File: src/rtl/ctrl_pipe.sv
`default_nettype none
// ============================================================================
// Module      : ctrl_pipe
// Description : Control-side pipeline registers for a five-stage MIPS core.
//               Carries the decoded control bundle from ID through EX, MEM
//               and WB. Owns the per-stage valid bits and destination
//               tracking. Detects load-use hazards (stall), inserts bubbles
//               on flush, and produces the ALU operand forwarding selects.
//               Operand datapath registers live outside this block.
// Ports       : clk, reset (async, active-high)
//               id_*      - decoder control bundle and register fields
//               flush     - squash the ID instruction
//               stall     - hold PC and IF/ID (combinational)
//               ex_*      - EX-stage controls
//               mem_*     - MEM-stage controls
//               wb_*      - WB-stage controls and write-back index
//               fwd_a/b   - 00 regfile, 10 MEM result, 01 WB result
// Revision    : 1.0 - initial release
// ============================================================================
module ctrl_pipe #(
    parameter int REGW = 5,
    parameter int OPW  = 3
) (
    input  logic            clk,
    input  logic            reset,
    input  logic            id_valid,
    input  logic            id_regDst,
    input  logic            id_jump,
    input  logic            id_branch,
    input  logic            id_memRead,
    input  logic            id_memToReg,
    input  logic            id_regWrite,
    input  logic            id_ALUSrc,
    input  logic            id_memWrite,
    input  logic [OPW-1:0]  id_ALUop,
    input  logic [REGW-1:0] id_rs,
    input  logic [REGW-1:0] id_rt,
    input  logic [REGW-1:0] id_rd,
    input  logic            flush,
    output logic            stall,
    output logic            ex_regDst,
    output logic            ex_branch,
    output logic            ex_jump,
    output logic            ex_ALUSrc,
    output logic            ex_memRead,
    output logic            ex_memWrite,
    output logic [OPW-1:0]  ex_ALUop,
    output logic            mem_memRead,
    output logic            mem_memWrite,
    output logic            wb_regWrite,
    output logic            wb_memToReg,
    output logic [REGW-1:0] wb_dest,
    output logic [1:0]      fwd_a,
    output logic [1:0]      fwd_b
);

    localparam logic [1:0]      c_FWD_RF  = 2'b00;
    localparam logic [1:0]      c_FWD_MEM = 2'b10;
    localparam logic [1:0]      c_FWD_WB  = 2'b01;
    localparam logic [REGW-1:0] c_ZERO    = '0;

    // EX stage
    logic            r_ex_valid, r_ex_regDst, r_ex_branch, r_ex_jump;
    logic            r_ex_ALUSrc, r_ex_memRead, r_ex_memWrite;
    logic            r_ex_memToReg, r_ex_regWrite;
    logic [OPW-1:0]  r_ex_ALUop;
    logic [REGW-1:0] r_ex_dest, r_ex_rs, r_ex_rt;
    // MEM stage
    logic            r_mem_valid, r_mem_memRead, r_mem_memWrite;
    logic            r_mem_memToReg, r_mem_regWrite;
    logic [REGW-1:0] r_mem_dest;
    // WB stage
    logic            r_wb_valid, r_wb_memToReg, r_wb_regWrite;
    logic [REGW-1:0] r_wb_dest;

    logic [REGW-1:0] w_id_dest;
    logic            w_uses_rt;
    logic            w_hazard;
    logic            w_ex_load;

    // A non-writing instruction carries dest 0 so it can never match
    // a hazard or forwarding comparison downstream.
    assign w_id_dest = id_regWrite ? (id_regDst ? id_rd : id_rt) : c_ZERO;
    assign w_uses_rt = ~id_ALUSrc | id_memWrite;

    assign w_hazard = r_ex_valid & r_ex_memRead & (r_ex_dest != c_ZERO) & id_valid &
                      ((r_ex_dest == id_rs) | (w_uses_rt & (r_ex_dest == id_rt)));
    assign stall     = w_hazard & ~flush;
    assign w_ex_load = id_valid & ~flush & ~w_hazard;

    always_ff @(posedge clk or posedge reset) begin
        if (reset) begin
            r_ex_valid     <= 1'b0;
            r_ex_regDst    <= 1'b0;
            r_ex_branch    <= 1'b0;
            r_ex_jump      <= 1'b0;
            r_ex_ALUSrc    <= 1'b0;
            r_ex_memRead   <= 1'b0;
            r_ex_memWrite  <= 1'b0;
            r_ex_memToReg  <= 1'b0;
            r_ex_regWrite  <= 1'b0;
            r_ex_ALUop     <= '0;
            r_ex_dest      <= '0;
            r_ex_rs        <= '0;
            r_ex_rt        <= '0;
            r_mem_valid    <= 1'b0;
            r_mem_memRead  <= 1'b0;
            r_mem_memWrite <= 1'b0;
            r_mem_memToReg <= 1'b0;
            r_mem_regWrite <= 1'b0;
            r_mem_dest     <= '0;
            r_wb_valid     <= 1'b0;
            r_wb_memToReg  <= 1'b0;
            r_wb_regWrite  <= 1'b0;
            r_wb_dest      <= '0;
        end else begin
            // Older instructions always retire, regardless of stall/flush.
            r_wb_valid     <= r_mem_valid;
            r_wb_memToReg  <= r_mem_memToReg;
            r_wb_regWrite  <= r_mem_regWrite;
            r_wb_dest      <= r_mem_dest;
            r_mem_valid    <= r_ex_valid;
            r_mem_memRead  <= r_ex_memRead;
            r_mem_memWrite <= r_ex_memWrite;
            r_mem_memToReg <= r_ex_memToReg;
            r_mem_regWrite <= r_ex_regWrite;
            r_mem_dest     <= r_ex_dest;
            // Bubbles load explicit zeros so decoder don't-cares never leak.
            r_ex_valid     <= w_ex_load;
            r_ex_regDst    <= w_ex_load & id_regDst;
            r_ex_branch    <= w_ex_load & id_branch;
            r_ex_jump      <= w_ex_load & id_jump;
            r_ex_ALUSrc    <= w_ex_load & id_ALUSrc;
            r_ex_memRead   <= w_ex_load & id_memRead;
            r_ex_memWrite  <= w_ex_load & id_memWrite;
            r_ex_memToReg  <= w_ex_load & id_memToReg;
            r_ex_regWrite  <= w_ex_load & id_regWrite;
            r_ex_ALUop     <= w_ex_load ? id_ALUop  : '0;
            r_ex_dest      <= w_ex_load ? w_id_dest : c_ZERO;
            r_ex_rs        <= w_ex_load ? id_rs     : c_ZERO;
            r_ex_rt        <= w_ex_load ? id_rt     : c_ZERO;
        end
    end

    assign ex_regDst    = r_ex_valid & r_ex_regDst;
    assign ex_branch    = r_ex_valid & r_ex_branch;
    assign ex_jump      = r_ex_valid & r_ex_jump;
    assign ex_ALUSrc    = r_ex_valid & r_ex_ALUSrc;
    assign ex_memRead   = r_ex_valid & r_ex_memRead;
    assign ex_memWrite  = r_ex_valid & r_ex_memWrite;
    assign ex_ALUop     = r_ex_valid ? r_ex_ALUop : '0;
    assign mem_memRead  = r_mem_valid & r_mem_memRead;
    assign mem_memWrite = r_mem_valid & r_mem_memWrite;
    assign wb_regWrite  = r_wb_valid & r_wb_regWrite;
    assign wb_memToReg  = r_wb_valid & r_wb_memToReg;
    assign wb_dest      = r_wb_valid ? r_wb_dest : c_ZERO;

    // MEM result is newer than WB, so it takes priority.
    always_comb begin
        fwd_a = c_FWD_RF;
        fwd_b = c_FWD_RF;
        if (r_ex_valid && r_ex_rs != c_ZERO) begin
            if (r_mem_valid && r_mem_regWrite && r_mem_dest == r_ex_rs)
                fwd_a = c_FWD_MEM;
            else if (r_wb_valid && r_wb_regWrite && r_wb_dest == r_ex_rs)
                fwd_a = c_FWD_WB;
        end
        if (r_ex_valid && r_ex_rt != c_ZERO) begin
            if (r_mem_valid && r_mem_regWrite && r_mem_dest == r_ex_rt)
                fwd_b = c_FWD_MEM;
            else if (r_wb_valid && r_wb_regWrite && r_wb_dest == r_ex_rt)
                fwd_b = c_FWD_WB;
        end
    end

endmodule
`default_nettype wire

File: config.mk
export PLATFORM = sky130hd
export DESIGN_NAME = ctrl_pipe
export DESIGN_NICKNAME = d
export VERILOG_FILES = /design/src/rtl/ctrl_pipe.sv
export SDC_FILE = /design/constraint.sdc
export NUM_CORES = 1
export LEC_CHECK = 0
export ABC_CLOCK_PERIOD_IN_PS = 4100
export BUFFER_PORTS_ARGS = -buffer_cell sky130_fd_sc_hd__buf_2
export CAP_MARGIN = 20
export CORE_MARGIN = 2
export CORE_UTILIZATION = 56
export CTS_CLUSTER_DIAMETER = 80
export CTS_CLUSTER_SIZE = 40
export DETAILED_ROUTE_END_ITERATION = 8
export GPL_TIMING_DRIVEN = 0
export HOLD_SLACK_MARGIN = 0.03
export PLACE_DENSITY = 0.84
export SLEW_MARGIN = 20
export SYNTH_ARGS = -nofsm -noshare
export SYNTH_HDL_FRONTEND = slang
export SYNTH_SLANG_ARGS = --single-unit
File: constraint.sdc
create_clock -name clk -period 4.1 [get_ports clk]
set_input_delay 0.205 -clock clk [delete_from_list [all_inputs] [get_ports clk]]
set_output_delay 0.205 -clock clk [all_outputs]
set_load 0.03 [all_outputs]
# --- After elaboration in Yosys (flattened, before gate mapping) ---
# Index checks and enable logic that the tools add are counted.
totals:
  ff_bits: 45
  latch_bits: 0
  ram_bits: 0
  mem_bits_ro: 0
  output_inout_bits: 23
  n_memories: 0
op_classes:
  n_addsub: 0
  mul: 0
  n_div: 0
  magnitude_cmp: 0
  n_eq_ne: 6
  shift: 0
  muxes: 14
  bitwise_logic: 30
  reduce_logical: 11
ops:
  columns: ["cell", "n"]
  rows:
  - ["$eq 5x5->1", 6]
  - ["$mux 5", 6]
  - ["$and 1x1->1", 25]
  - ["$reduce_bool 5->1", 3]
  - ["$logic_and 1x1->1", 8]
  - ["$mux 2", 4]
  - ["$mux 3", 2]
  - ["$not 1->1", 3]
  - ["$mux 1", 2]
  - ["$or 1x1->1", 2]

# --- Logic depth before layout (Yosys ltp) ---
depth:
  depth_word: 8
  mapped_depth: 5

# --- Worst setup path before layout ---
# Ideal clock, no wire load.
synth_path:
  path_kind: "register to output"
  start: "register r_wb_valid"
  end: "output port fwd_a[0]"
  arrival_time_ns: 1.695
  slack_ns: 2.200
  path_stages_with_launch: 4
  cell_sequence: "dfrtp_1 > and2_1 > nand2_1 > nor4_1"
synth_between:
  elab_chain_len: 5
synth_lines:
  columns: ["element", "line_no", "source"]
  rows:
  - ["start: declaration", "73", "logic r_wb_valid, r_wb_memToReg, r_wb_regWrite;"]
  - ["start signal: assignment", "118", "r_wb_valid <= r_mem_valid;"]
  - ["$logic_and 1x1->1 (2 in series)", "165", "else if (r_wb_valid && r_wb_regWrite && r_wb_dest == r_ex_rs)"]
  - ["$mux 1", "165", null]
  - ["$mux 2", "163", "if (r_mem_valid && r_mem_regWrite && r_mem_dest == r_ex_rs)"]
  - ["$mux 2", "162", "if (r_ex_valid && r_ex_rs != c_ZERO) begin"]
  - ["end: declaration", "53", "output logic [1:0] fwd_a,"]
# Every way passes these cells.

# --- Final worst setup path ---
layout_path:
  start: "register r_ex_dest[1]"
  end: "output port stall"
layout_between:
  elab_chain_len: 5
  word_cells_on_any_way: 9
layout_lines:
  columns: ["element", "line_no", "source"]
  rows:
  - ["start: declaration", "67", "logic [REGW-1:0] r_ex_dest, r_ex_rs, r_ex_rt;"]
  - ["start signal: assignment", "139", "r_ex_dest <= w_ex_load ? w_id_dest : c_ZERO;"]
  - ["$eq 5x5->1 or $reduce_bool 5->1 (tied branches)", "87, 86", null]
  - ["$and 1x1->1 (on tied branches)", "87, 86", null]
  - ["$or 1x1->1 or $and 1x1->1 (tied branches)", "87, 86", null]
  - ["$and 1x1->1 (*)", "86", "assign w_hazard = r_ex_valid & r_ex_memRead & (r_ex_dest != c_ZERO) & id_valid &"]
  - ["$and 1x1->1 (*)", "88", "assign stall = w_hazard & ~flush;"]
  - ["end: declaration", "40", "output logic stall,"]
# Mark *: on every way between the ends. The rest lies on a longest branch, timed or not.

==> results.md <==
- Status: finished clean
- Area growth syn-to-layout: 22.50%
- Clk Latency, worst-skew pair: 300 ps
- CP arrival: 2040 ps
- Power consumption: 0.9186 mW
- Final setup TNS: 0 ps
- PwrDens: 356.8 nW/um2
- Die height: 65.27 um
- Initial antenna violation count: 0
- Sequential area share after synthesis: 0.5357
- Post-synthesis register bit count: 45
- Mapped Nets: around 210
- Port bufs: 51
- Relative slew margins: 0.6681
- CTS root buf: clkbuf_8
- Fin crit share: 0.5477
- Hold path depth: 3
- CP Launch Type: register
- Slew Limit Fails: 0
- Share of cells above drive strength 1: 0.3607
- Syn Area/Cell: 11.49 um2
- Final ANT Viol Nets: 0
- Fin crit period: 2246 ps
- Total CTS buffers: 5
- Starting Density: 0.5785
- CTS tree: done
- Total wire length: 4.242 mm
- Max Root-Sink Buffers: 2
- Crit path kind: register to primary output
- ANT cells: 0
- DR WL/cell: 14.53 um
- DRT Pass-1 Iters: 4
- Core Region: 3633 um2
- Dpl hpwl: 3.287 mm
- DIE AREA: 4260 um2
- Max Fclk: 0.4453 GHz
- CP endpoint kind: primary output
- Final GP Congestion: 0.7890
- Final nets: 273
- Largest net degree at the start of global routing: 25
- Final hold violations: 0
- Pre-CTS setup slack: 2175 ps
- Slew @ Worst Pin: 497.2 ps
- Peak supply drop: 0.2373 mV
- Syn Inst Count: 183
- Netlist cell types: 26
- Worst Setup Slack, final: 1854 ps
- Pleak: 1.234 nW
- Ys Warns: 0
- CP Data Required Time: 3890 ps
- Synthesized area: between 2000 and 2500 um2
- Hold Path Class: input port to register
- R2R cell count: 5
- Vias per inst: 5.229
- Initial drt markers: 59
- Final setup fails: 0
- Vias in the first global route: ~1,500
- Placed Area: 2445 um2
- DR vias: 1,527
- Number of cell rows: 22
- GRT Total Usage: 0.2211
- DRC viols: 0
- Global-route wire length before repair: between 7 and 8 mm
- Die X: 65.27 um
- CTS HTree Levels: 2
- Final core utilization: 0.7087
- Critical Path Fanout Max: 10
- Final instance area: 2575 um2
- I/O pins: 53
- Post-CTS Setup Repair Bufs: 0
- Clock-pin slew on the worst setup and hold paths: 80 ps
- Clock sinks: 45
- Clk_skew: around 3.3 ps
- Max Cap Violations: 0
- RSZ-0062 raised after global routing: no
- Gr ovfl total: 0
layer usage:
metal,part of all wire,GRT usage,vias up
li1,-,-,736
met2,0.50,0.3673,49
met4,0.019,0.07292,0
met3,0.050,0.05822,8
met1,0.43,0.2831,734
met5,0,0,-
worst max-delay path: stages, from the launching register on:
cell     delay (ps)
dfrtp_1         440
or4_1           560
o211a_1         230
buf_6           150
and3b_2         200
buf_2           170
power by group:
part	switching, mW	internal, mW	leakage (nW)
Sequential	0.0132	0.459	0.608
Clock	0.147	0.198	0.0574
Combinational	0.0569	0.0444	0.569
Total	0.217	0.702	1.23
area by class of cell:
class                   instances  area [um2]
plain buffers                   9       76.32
flip-flops and latches         45        1126
inverters                       2       7.507
clock buffers                   6       82.58
multi-input cells             127       892.1
clock inverters                 2       37.54
fillers                       272        1059
well taps                      48       60.06
repair buffers                 53       292.8
per-stage QoR:
stage | std cells | hold WS, ps
floorplan | 183 | 315.2
global placement | 282 | 331.8
detailed placement | 283 | 255.3
CTS | 292 | 108.2
global route | 292 | 113.5
finish | 292 | 119.3
placed cells by master (no fill, tap or decap), types with 2 or more instances in the layout:
master	count
buf_2	53
dfrtp_1	45
xnor2_1	28
nand2_1	25
a21oi_2	20
and2_1	18
clkbuf_8	6
nand4_1	5
mux2i_1	5
a211oi_1	5
nor4_1	4
clkbuf_1	3
o21ai_0	3
or4_1	3
buf_12	2
xor2_1	2
nor3_1	2
flip-flops by register name, indices dropped and copies added, names as in the netlist, 3 cells and up:
name        cells
r_ex_dest       5
r_ex_rs         5
r_ex_rt         5
r_mem_dest      5
r_wb_dest       5
r_ex_ALUop      3
what timing repair did:
item                                    4_1_cts  5_1_grt
resized for setup                             0        0
hold buffers                                  1        0
hold endpoints to repair                     21        0
endpoints found under the setup margin        0        0
cell families after synthesis:
kind of cell,synth area share
AND/OR/NAND/NOR,0.1506
flip-flops,0.5357
AO/OA/AOI/OAI,0.1250
XOR/XNOR,0.1250
buffers and inverters,0.03988
multiplexers,0.02381
worst paths after layout:
kind | slack (ps) | start | endpoint
setup / recovery | 1850 | r_ex_dest[1] | stall
hold / removal | 120 | id_memRead | r_ex_memRead
setup reg to reg | 2240 | r_ex_dest[1] | r_ex_ALUSrc
hold reg to reg | 350 | r_ex_regWrite | r_mem_regWrite
max in group asynchronous | 3140 | reset | r_ex_rt[3]
min in group asynchronous | 480 | reset | r_ex_ALUop[2]
cells in the mapped netlist:
cell,n,area (um2)
a211oi_1,5,37.54
a21boi_0,1,7.510
a21oi_1,1,5.000
a21oi_2,20,175.2
and2_1,18,112.6
and3b_2,1,10.01
buf_1,1,3.750
buf_12,2,40.04
buf_2,2,10.01
buf_6,1,11.26
clkbuf_1,3,11.26
dfrtp_1,45,1126
inv_1,2,7.510
mux2i_1,5,50.05
nand2_1,25,93.84
nand3_1,1,5.000
nand4_1,5,31.28
nor2b_1,1,6.260
nor3_1,2,10.01
nor4_1,4,25.02
o211a_1,1,10.01
o21ai_0,3,15.01
o22ai_2,1,12.51
or4_1,3,22.52
xnor2_1,28,245.2
xor2_1,2,17.52
Note: power is estimated with default switching activity, not from simulation.
